[src/rtl/rcv_controller.sv]
// UART receive-path controller: sequences the bit timer, stop-bit checker and buffer load.
// Optional RECEIVE-state watchdog enabled by defining RCV_WATCHDOG_EN.
module rcv_controller #(
  parameter int unsigned WDOG_CYCLES = 100
) (
  input  logic       clk,
  input  logic       n_rst,
  input  logic       start_bit_detected,
  input  logic       packet_done,
  input  logic       framing_error,
  output logic       sbc_clear,
  output logic       sbc_enable,
  output logic       enable_timer,
  output logic       load_buffer,
  output logic       rcv_busy,
  output logic [7:0] err_count,
  output logic       timeout
);

  localparam int unsigned ERR_W = 8;
  localparam logic [ERR_W-1:0] ERR_MAX = '1;

  if ((WDOG_CYCLES == 0) || (WDOG_CYCLES > 255)) begin : g_bad_wdog
    $error("rcv_controller: WDOG_CYCLES must be in 1..255");
  end

  typedef enum logic [2:0] {
    IDLE      = 3'd0,
    CLEAR     = 3'd1,
    RECEIVE   = 3'd2,
    STOP_CHK  = 3'd3,
    FRAME_CHK = 3'd4,
    LOAD      = 3'd5
  } state_t;

  state_t           r_state;
  state_t           w_state_nxt;
  logic [ERR_W-1:0] r_err_count;
  logic [ERR_W-1:0] w_err_nxt;
  logic             w_wdog_trip;

`ifdef RCV_WATCHDOG_EN
  localparam int unsigned CNT_W = 8;
  localparam logic [CNT_W-1:0] WDOG_LIMIT = CNT_W'(WDOG_CYCLES);

  logic [CNT_W-1:0] r_wdog_cnt;
  logic [CNT_W-1:0] w_wdog_inc;
  logic             r_timeout;

  // Trips in the RECEIVE cycle that brings the count up to the limit
  assign w_wdog_inc  = r_wdog_cnt + CNT_W'(1);
  assign w_wdog_trip = (r_state == RECEIVE) && (w_wdog_inc == WDOG_LIMIT);

  always_ff @(posedge clk) begin
    if (n_rst) begin
      r_wdog_cnt <= '0;
      r_timeout  <= 1'b0;
    end else begin
      r_wdog_cnt <= (r_state == RECEIVE) ? w_wdog_inc : '0;
      r_timeout  <= w_wdog_trip && !packet_done;
    end
  end

  assign timeout = r_timeout;
`else
  assign w_wdog_trip = 1'b0;
  assign timeout     = 1'b0;
`endif

  // Next-state and error-count update
  always_comb begin
    w_state_nxt = r_state;
    w_err_nxt   = r_err_count;
    case (r_state)
      IDLE: begin
        if (start_bit_detected) w_state_nxt = CLEAR;
      end
      CLEAR: w_state_nxt = RECEIVE;
      RECEIVE: begin
        if (packet_done)      w_state_nxt = STOP_CHK;
        else if (w_wdog_trip) w_state_nxt = IDLE;
      end
      STOP_CHK: w_state_nxt = FRAME_CHK;
      FRAME_CHK: begin
        if (framing_error) begin
          w_state_nxt = IDLE;
          if (r_err_count != ERR_MAX) w_err_nxt = r_err_count + ERR_W'(1);
        end else begin
          w_state_nxt = LOAD;
        end
      end
      LOAD:    w_state_nxt = IDLE;
      default: w_state_nxt = IDLE;
    endcase
  end

  // Outputs registered from the next state so they line up with the state register
  always_ff @(posedge clk) begin
    if (n_rst) begin
      r_state      <= IDLE;
      r_err_count  <= '0;
      sbc_clear    <= 1'b0;
      sbc_enable   <= 1'b0;
      enable_timer <= 1'b0;
      load_buffer  <= 1'b0;
      rcv_busy     <= 1'b0;
    end else begin
      r_state      <= w_state_nxt;
      r_err_count  <= w_err_nxt;
      sbc_clear    <= (w_state_nxt == CLEAR);
      sbc_enable   <= (w_state_nxt == STOP_CHK);
      enable_timer <= (w_state_nxt == RECEIVE);
      load_buffer  <= (w_state_nxt == LOAD);
      rcv_busy     <= (w_state_nxt != IDLE);
    end
  end

  assign err_count = r_err_count;

endmodule

[config.mk]
export PLATFORM = sky130hd
export DESIGN_NAME = rcv_controller
export DESIGN_NICKNAME = d
export VERILOG_FILES = /design/src/rtl/rcv_controller.sv
export SDC_FILE = /design/constraint.sdc
export NUM_CORES = 1
export LEC_CHECK = 0
export CAP_MARGIN = 10
export CORE_ASPECT_RATIO = 1.1
export CORE_MARGIN = 3
export CORE_UTILIZATION = 49
export DETAILED_ROUTE_END_ITERATION = 12
export PLACE_DENSITY = 0.91
export SYNTH_ARGS = -nofsm -noshare
export SYNTH_HDL_FRONTEND = slang
export SYNTH_SLANG_ARGS = --single-unit
[constraint.sdc]
create_clock -name clk -period 2 [get_ports clk]
set_input_delay 0.4 -clock clk [delete_from_list [all_inputs] [get_ports clk]]
set_output_delay 0.4 -clock clk [all_outputs]
set_load 0.1 [all_outputs]
# --- After elaboration in Yosys (flattened, before gate mapping) ---
# Index checks and enable logic that the tools add are counted.
word_totals:
  register_bits: 16
  input_bits: 5
  wordCells: 24
classes:
  addsub: 1
  eq_ne: 9
  mux: 4
  n_reduce_logical: 3
ops:
  columns: ["operator", "n"]
  rows:
  - ["one-hot mux 3 bit (5 select lines)", 1]
  - ["== test 3 x 2 -> 1 bit, second input constant", 4]
  - ["2-to-1 mux 3 bit", 3]
  - ["adder 8 x 1 -> 8 bit, second input constant", 1]
  - ["!= test 8 bit, second input constant", 1]
  - ["== test 3 x 1 -> 1 bit, second input constant", 2]
  - ["== test 3 bit, second input constant", 2]
  - ["logical NOT 3 bit", 1]
  - ["AND reduction 3 bit", 1]
  - ["nonzero test 3 bit", 1]

# --- Logic depth before layout (Yosys ltp) ---
logic_depth:
  depth_word: 3
  depth_mapped: 6

# --- Least setup slack after synthesis ---
# Ideal clock, no wire load.
synth_timing:
  path_type: "reg-to-reg"
  from: "reg r_err_count[4] (netlist: err_count[4])"
  to: "reg r_err_count[1] (netlist: err_count[1])"
  setup_time_ns: 0.128
  arrival_ns: 1.906
  setup_slack_ns: -0.033
  path_stages_with_launch: 5
  path_buffers: 0
  period_less_slack_ns: 2.033
  path_cell_list: "dfxtp_1 > nand4_1 > o21ai_1 > mux2i_1 > nor2_1"
synth_via:
  elab_chain_len: 2
synth_rtl:
  columns: ["element", "line_no", "text"]
  rows:
  - ["start: declaration", "38", "logic [ERR_W-1:0] r_err_count;"]
  - ["start signal: assignment", "109", "r_err_count <= w_err_nxt;"]
  - ["!= test 8 bit", "87", "if (r_err_count != ERR_MAX) w_err_nxt = r_err_count + ERR_W'(1);"]
  - ["AND reduction 3 bit (no source line)", null, null]
# Every way passes these cells.
# A chain may end at the register's enable or synchronous reset.

# --- Worst setup path in the final report ---
layout_timing:
  from: "in framing_error"
  to: "reg r_err_count[5] (netlist: err_count[5])"
layout_via:
  elab_chain_len: 1
layout_rtl:
  columns: ["element", "line_no", "text"]
  rows:
  - ["start: declaration", "10", "input logic framing_error,"]
  - ["AND reduction 3 bit (no source line)", null, null]
# Every way passes these cells.

==> impl_metrics.tcl <==
set metrics [dict create \
    status "complete, no violations" \
    cp-end-kind "flip-flop" \
    endpoint "err_count[5]" \
    synth_top_cell_by_area "dfxtp_1" \
    ys_top_cells_by_area "dfxtp_1 45%, nor2_1 5.7%, mux2i_1 4.2%" \
    clk_latency_ps 280 \
    ctsHtreeMaxLevel 1 \
    routed_wl_um 1450 \
    synthFlopType "dfxtp_1" \
    vias 612 \
    syn_avg_cell_area_um2 9.22 \
    dpl_cell_area_um2 875 \
    firstDrtPassIters 4 \
    drc 0 \
    ys_ff_latch 16 \
    slew_violations 0 \
    synth-edff-count 0 \
    p_leak_uw 0.000384 \
    post_cts_buffers 0 \
    cp.depth 5 \
    grt_max_degree 10 \
    drt_iter0_drc 12 \
    rsz0062_at_grt "false" \
    initial_core_util 0.567 \
    synth_cell_types 32 \
    ant_nets 0 \
    max_cap_violations 0 \
    reg2reg_slack_ps 570 \
    cp-start-kind "primary input" \
    final_cell_mix "14 x buf_4, 12 x dfxtp_1, 11 x nor2_1" \
    path_buf_inv 1 \
    worstPathMaxFanout 3 \
    place.gp.congestion 0.726 \
    hold_viol_final 0 \
    worstSetupPathType "primary input to flip-flop" \
    wire_per_inst_um 12.9 \
    postCtsHoldBufs 0 \
    die_area_um2 1960 \
    cp_cell_sequence "clkdlybuf4s50_1 -> and4bb_1 -> o211ai_4 -> or3_1 -> a21oi_1" \
    grt.met3_usage 0.0508 \
    worstPathRequired_ps 2220 \
    root_buffer "clkbuf_4" \
    clk_path_buf_depth 2 \
    use_met1 0.209 \
    synthCells 78 \
    critPathTopFamily "simple AND/OR/NAND/NOR gates" \
    design_area_um2 911 \
    grt_pass1_wl_um 2590 \
    numCtsBuffers 3 \
    arrival_ps 1770 \
    drive_above_1_share 0.258 \
    seq_area_frac_synth 0.445 \
    fp.coreArea_um2 1270 \
    yosys_warnings 0 \
    rr_endpoint "err_count[5]" \
    antenna_found_initial 0 \
    syn_area_um2 719 \
    skew_ps 0.724 \
    finalCriticalPeriod_ps 1550 \
    critPathLaunch "framing_error" \
    setup_viol 0 \
    hold_class "flip-flop to flip-flop" \
    syn2layout_area_growth_pct 26.6 \
    grt.overflow.total 0 \
    antenna_cells 0 \
    power_uw 642 \
    async_flop_share 0 \
    rows 13 \
    final_nets 104 \
    cts_num_sinks 16 \
    dp_hpwl_um 1140 \
    port_buffers 17 \
    pin_count 19 \
    die_y_um 46.2 \
    vias_per_cell 5.46 \
    fin_setup_tns_ps 0 \
    r2r_start "r_state[2]" \
    die_w_um 42.5 \
    synth.top_cell.area_share 0.445 \
    whs_ps 530 \
    use_met2 0.310 \
    grt_pass1_vias 583 \
    r2r.worst_path.cells 4 \
    cts.clk_slew.worst_paths_ps 80 \
    min_period_over_period 0.775 \
    cts_resized 0 \
    slowest_stage "clkdlybuf4s50_1" \
    vdd_drop_max_v 0.000458 \
    grtUsageTotal 0.176 \
    power_density_nw_per_um2 705 \
    cpPeakStageDelay_ps 490 \
    postLayoutCoreUtil 0.718 \
    cts_tree "built" \
    gr-max-usage-layer "met2" \
    synth_fp_nets 84 \
    clock.fmax_mhz 645 \
    final_common_cell "buf_4" \
]
==> per-stage QoR <==
| step | worst slack (ps) | std cells |
|---|---|---|
| floorplan | 4.38 | 78 |
| global route | 370 | 112 |
| detailed placement | 160 | 108 |
| CTS | 448 | 112 |
| finish | 450 | 112 |
| global placement | 197 | 108 |
==> area by class of cell <==
cell class              instances  area, um^2
clock buffers                   4        36.3
fillers                       103         358
inverters                       1        3.75
multi-input cells              57         362
flip-flops and latches         16         325
well taps                      15        18.8
repair buffers                 19         165
==> cells in the mapped netlist, drive strengths merged, types with 3 or more instances <==
| cell | instances |
|---|---|
| dfxtp | 16 |
| nor2 | 11 |
| nand2 | 4 |
| a21oi | 5 |
| buf | 3 |
| and3 | 3 |
| o21ai | 3 |
| mux2i | 3 |
| nand3 | 3 |
| xor2 | 3 |
==> report_power, final <==
group          switching (uW)  leakage (uW)  internal, uW
registers                9.35      0.000132           328
logic                    69.6      0.000231          28.9
clock network            95.2     0.0000210           111
==> worst register-to-register path: stages (launching register included) <==
cell,delay [ps]
dfxtp_1,460
and4bb_1,300
o211ai_4,100
or3_1,350
a21oi_1,140
==> state kept, by name, indices dropped and copies added, names as in the netlist <==
signal / flops
rcv_busy: 1
load_buffer: 1
err_count: 8
sbc_clear: 1
sbc_enable: 1
enable_timer: 1
r_state: 3
==> cells by family after synthesis <==
group,after synthesis,synth area share
XOR/XNOR,3,0.0365
AO/OA/AOI/OAI,14,0.139
other,1,0.00521
buffers and inverters,5,0.0522
flip-flops,16,0.445
adder cells (fa/ha/maj),1,0.0174
multiplexers,3,0.0417
AND/OR/NAND/NOR,35,0.263
==> worst min-delay path by stage <==
stage,start,to,slack [ps],depth (start not counted)
finish,err_count[0],err_count[0],530,2
global route,err_count[1],err_count[1],580,2
CTS,err_count[0],err_count[0],540,2
detailed placement,err_count[0],err_count[0],510,2
global placement,err_count[1],err_count[1],490,2
floorplan,n_rst,err_count[2],470,1
==> layer usage <==
metal / up-vias / share of wire / routed length, um
met4: 0 / 0.0076 / 11
li1: 311 / - / -
met2: 22 / 0.50 / 719
met5: - / 0 / 0
met1: 277 / 0.42 / 611
met3: 2 / 0.071 / 103
(Power assumes the default switching activity.)
